File: config.mk
export PLATFORM = sky130hd
export DESIGN_NAME = spike_rate_decoder
export DESIGN_NICKNAME = d
export VERILOG_FILES = /design/src/rtl/spike_rate_decoder.sv
export SDC_FILE = /design/constraint.sdc
export NUM_CORES = 1
export LEC_CHECK = 0
export CAP_MARGIN = 20
export CORE_MARGIN = 2
export CORE_UTILIZATION = 45
export DETAILED_ROUTE_END_ITERATION = 7
export PLACE_DENSITY_LB_ADDON = 0.1
export SLEW_MARGIN = 20
export SYNTH_ARGS = -nofsm -noshare
export SYNTH_HDL_FRONTEND = slang
export SYNTH_SLANG_ARGS = --single-unit
File: constraint.sdc
create_clock -name clk -period 6.5 [get_ports clk]
set_clock_uncertainty 0.15 [all_clocks]
set_input_delay 1.95 -clock clk [delete_from_list [all_inputs] [get_ports clk]]
set_output_delay 1.95 -clock clk [all_outputs]
set_load 0.02 [all_outputs]
File: src/rtl/spike_rate_decoder.sv
// Rate decoder: counts spikes per channel over a programmable window and
// hands each window's counts to a valid/ready consumer.
module spike_rate_decoder #(
   parameter int NUM_INPUTS   = 1,
   parameter int COUNT_WIDTH  = 8,
   parameter int WINDOW_WIDTH = 16
) (
   input  logic                              clk,
   input  logic                              rst,
   input  logic                              enable,
   input  logic [WINDOW_WIDTH-1:0]           window_len,
   input  logic [NUM_INPUTS-1:0]             spike_in,
   output logic [NUM_INPUTS*COUNT_WIDTH-1:0] count_out,
   output logic                              count_valid,
   input  logic                              count_ready,
   output logic                              busy,
   output logic                              overflow
);

   localparam logic [0:0] S_IDLE  = 1'b0;
   localparam logic [0:0] S_COUNT = 1'b1;

   localparam logic [COUNT_WIDTH-1:0]  CNT_MAX = '1;
   localparam logic [WINDOW_WIDTH-1:0] WIN_ONE = WINDOW_WIDTH'(1);

   logic [0:0]                        r_state;
   logic [WINDOW_WIDTH-1:0]           r_remain;
   logic [NUM_INPUTS*COUNT_WIDTH-1:0] r_cnt;
   logic [NUM_INPUTS*COUNT_WIDTH-1:0] r_count_out;
   logic                              r_valid;
   logic                              r_overflow;

   logic [NUM_INPUTS*COUNT_WIDTH-1:0] w_next_cnt;
   logic [COUNT_WIDTH-1:0]            w_ch;
   logic [WINDOW_WIDTH-1:0]           w_load_len;
   logic                              w_final;
   logic                              w_accept;

   // Per-channel saturating increment; the counter sticks at all-ones.
   always_comb begin
      w_next_cnt = '0;
      w_ch       = '0;
      for (int unsigned i = 0; i < NUM_INPUTS; i++) begin
         w_ch = r_cnt[i*COUNT_WIDTH +: COUNT_WIDTH];
         if (spike_in[i] && (w_ch != CNT_MAX)) begin
            w_ch = w_ch + 1'b1;
         end
         w_next_cnt[i*COUNT_WIDTH +: COUNT_WIDTH] = w_ch;
      end
   end

   assign w_load_len = (window_len == '0) ? WIN_ONE : window_len;
   assign w_final    = (r_state == S_COUNT) && (r_remain == WIN_ONE);
   assign w_accept   = !r_valid || count_ready;

   always_ff @(posedge clk or negedge rst) begin
      if (!rst) begin
         r_state  <= S_IDLE;
         r_remain <= '0;
         r_cnt    <= '0;
      end else begin
         case (r_state)
            S_IDLE: begin
               if (enable) begin
                  r_remain <= w_load_len;
                  r_cnt    <= '0;
                  r_state  <= S_COUNT;
               end
            end
            S_COUNT: begin
               if (w_final) begin
                  // Back-to-back windows reload here so there is no idle gap.
                  if (enable) begin
                     r_remain <= w_load_len;
                     r_cnt    <= '0;
                  end else begin
                     r_remain <= '0;
                     r_cnt    <= w_next_cnt;
                     r_state  <= S_IDLE;
                  end
               end else begin
                  r_remain <= r_remain - 1'b1;
                  r_cnt    <= w_next_cnt;
               end
            end
            default: begin
               r_state <= S_IDLE;
            end
         endcase
      end
   end

   // A finished window is published only into an empty or draining slot.
   always_ff @(posedge clk or negedge rst) begin
      if (!rst) begin
         r_count_out <= '0;
         r_valid     <= 1'b0;
         r_overflow  <= 1'b0;
      end else begin
         if (w_final && w_accept) begin
            r_count_out <= w_next_cnt;
            r_valid     <= 1'b1;
         end else begin
            if (count_ready) begin
               r_valid <= 1'b0;
            end
            if (w_final) begin
               r_overflow <= 1'b1;
            end
         end
      end
   end

   assign count_out   = r_count_out;
   assign count_valid = r_valid;
   assign busy        = (r_state == S_COUNT);
   assign overflow    = r_overflow;

endmodule

==> metrics.md <==
| Metric | Value |
|---|---|
| Status | `complete, no violations` |
| Post-synthesis cell area | `1924 um2` |
| Yosys reg bits | `35` |
| Slowest-stage cell, CP | `clkdlybuf4s50_1` |
| Fmax | `0.2721 GHz` |
| CP startpoint | `busy` |
| Vias in the first global route | `1653` |
| Setup TNS | `0 ns` |
| Clock buffer depth | `2` |
| Worst EP arrival | `1.58 ns` |
| CTS tree | `yes` |
| Final std cells w/o fill | `293` |
| Mapped Avg Cell Area | `9.164 um2` |
| PD cells | `314.3 nW/um2` |
| Peak supply drop | `0.1626 mV` |
| Most used DFF post-synth | `dfrtp_1` |
| Post-synth EDFFs | `0` |
| Nets | `266` |
| Crit path time final | `3.675 ns` |
| P_leak | `1.009 nW` |
| Share of cells above drive strength 1 | `6.584%` |
| M1 wire length | `2110 um` |
| Largest net degree at the start of global routing | `36` |
| Final setup violation count | `0` |
| Post_cts resized | `0` |
| Uppermost routed layer | `met4` |
| Crit Path Max Fanout | `15` |
| First-pass iteration count of the detailed router | `4` |
| Detailed Route Iter0 Violations | `111` |
| Net Count, Synth | `234` |
| Post-DRT Antenna Nets | `0` |
| Top Ports | `32` |
| Clk pwr share | `31.7%` |
| Placed Cells incl. Taps | `285` |
| Routed WL per cell | `15.88 um` |
| Leading area contributor after synthesis | `dfrtp_1` |
| Sequential-to-total area share from yosys stat | `45.51%` |
| Post-synth top cells | `35 x dfrtp_1, 22 x nand2_1, 20 x o21ai_0, 16 x nor2_1` |
| Total number of vias | `1738` |
| Worst Max-Slew Pin Slew | `0.7017 ns` |
| Setup Buffers After CTS | `0` |
| Top cell type's share of synthesized area | `45.51%` |
| Core area | `4058 um2` |
| Reg2reg start | `r_remain[12]` |
| Die X | `69.40 um` |
| Crit path cell chain | `clkdlybuf4s50_1` |
| Int Power | `514.8 uW` |
| Most common cell in the netlist | `dfrtp_1` |
| CP delay by family, top | `buffers and inverters` |
| Worst setup margin | `2.825 ns` |
| Cts hold-fix bufs | `0` |
| Dpl ws | `2.721 ns` |
| Final core utilization | `59.48%` |
| RSZ-0062 raised after global routing | `no` |
| Post-DR vias/cell | `5.932` |
| Setup crit start kind | `flop` |
| Final worst-path cycle share | `56.54%` |
| Worst hold path class | `reg2reg` |
| Overall routing resource usage | `20.36%` |
| Gate power share | `22.8%` |
| Synth warn | `0` |
| First-pass GRT wire length | `7852 um` |
| GPL Wtd Cong | `0.8290` |
| DR DRC count | `0` |
| CTS sink cnt | `35` |
| Htree depth | `2` |
| Total gr overflow | `0` |
| Final hold viol count | `0` |
| Net Sw Power | `243.8 uW` |
| Slew margin rel. | `52.80%` |
| Req. time, crit path | `4.40 ns` |
| Antenna violations before repair | `0` |
| Switching share of power | `32.14%` |
| CTS buffer count | `5` |
| DP HPWL | `3292 um` |
| Die height | `69.40 um` |
| Buffers on Ports | `31` |
| Synth area leaders | `dfrtp_1 46%, o21ai_0 5.2%, nand2_1 4.3%` |
| Initial core utilization | `47.43%` |
| DR WL met3 | `284 um` |
| Buffers & Inverters on Critical Path | `1` |
| Asr flop ratio synth | `100.0%` |
| Number of core rows | `23` |
| Library cells used by synthesis | `42` |
| Area Overhead vs Synth | `25.42%` |
| CTS root buf | `clkbuf_8` |
| Die Area | `4816 um2` |
| Crit. End Element | `primary output` |
| Synthesized instance count | `210` |
| Seq pwr share | `45.5%` |
| Final WL | `4652 um` |
| N_diodes | `0` |
| Met2 WL | `2210 um` |
| Skew-Pair Late Insertion Delay | `0.30 ns` |
| Crit Path Category | `reg2out` |
| CP max stage delay | `0.68 ns` |
| Worst Hold Launch | `count_out[6]` |
| Max-cap violations | `0` |
| Slew Viols, Final | `0` |
| Worst-path clk slew | `0.07 ns` |
==> power by group through the flow <==
stage / clock network [mW] / registers (mW) / logic, mW
finish: 0.241 / 0.345 / 0.173
global route: 0.251 / 0.353 / 0.198
CTS: 0.241 / 0.343 / 0.174
detailed placement: 0 / 0.346 / 0.172
global placement: 0 / 0.348 / 0.172
floorplan: 0 / 0.330 / 0.129
==> flip-flops by register name (all words and copies together), names as in the netlist <==
| name | flops |
|---|---|
| r_remain | 16 |
| count_out | 8 |
| r_cnt | 8 |
| busy | 1 |
| count_valid | 1 |
| overflow | 1 |
==> worst paths after layout <==
check,end,slack (ns),cells after the start
worst max-delay path,busy,2.82,1
worst min-delay path,count_out[6],0.33,2
worst max register to register,r_remain[9],3.86,5
worst min register to register,count_out[6],0.33,2
max in group asynchronous,count_out[0],3.97,2
min in group asynchronous,count_out[1],1.91,2
==> per-layer routing <==
metal	global-route usage [%]	up-vias
li1	-	856
met1	26.65	813
met2	32.80	62
met3	6.250	7
met4	5.447	0
met5	0	-
==> cell usage in the layout (no fill, tap or decap), types with 2 or more instances in the layout <==
cell,Yosys,layout
o22ai_1,2,2
nand2b_1,2,2
o31ai_1,3,3
a221o_1,6,6
bufinv_16,0,2
nor4_1,7,7
or2_2,2,2
nand2_1,22,22
a32oi_1,3,3
o21ai_0,20,20
clkbuf_8,0,5
nand3_1,7,7
a31oi_1,4,4
mux2i_1,2,2
nand4_1,4,4
dfrtp_1,35,35
ha_1,3,3
and3_1,2,2
a22oi_1,3,3
nor2_1,16,16
a211o_1,3,3
a21oi_1,9,9
or4_4,2,2
xnor2_1,3,3
and4_1,2,2
or4_1,2,2
nor3_1,9,9
or3_1,4,4
xor2_1,4,4
inv_1,6,6
a21o_1,3,3
clkdlybuf4s50_1,0,31
buf_4,0,3
==> cells by family after synthesis <==
group / share of synthesized area (%)
simple gates: 23.15
fa+ha+maj: 1.951
compound gates: 21.39
mux: 1.625
buf+inv: 3.186
flops: 45.51
xor+xnor: 3.186
==> through the flow <==
step                      total power, mW  area [um2]  hold WS (ns)
after floorplan                    0.4595        1924        0.3464
after global placement             0.5201        2281        0.3106
after detailed placement           0.5187        2281        0.3151
after CTS                          0.7577        2414        0.3329
after global routing               0.8015        2414        0.3432
final                              0.7586        2414        0.3282
==> cell type report <==
| class | instances | area (um2) |
|---|---|---|
| inverter | 6 | 22.52 |
| timing repair buffer | 34 | 332.8 |
| multi-input combinational | 160 | 987.2 |
| clock inverter | 2 | 60.06 |
| sequential | 35 | 875.8 |
| clock buffer | 6 | 72.57 |
| tap | 50 | 62.56 |
| fill | 359 | 1644 |
Note: power is estimated with default switching activity, not from simulation.
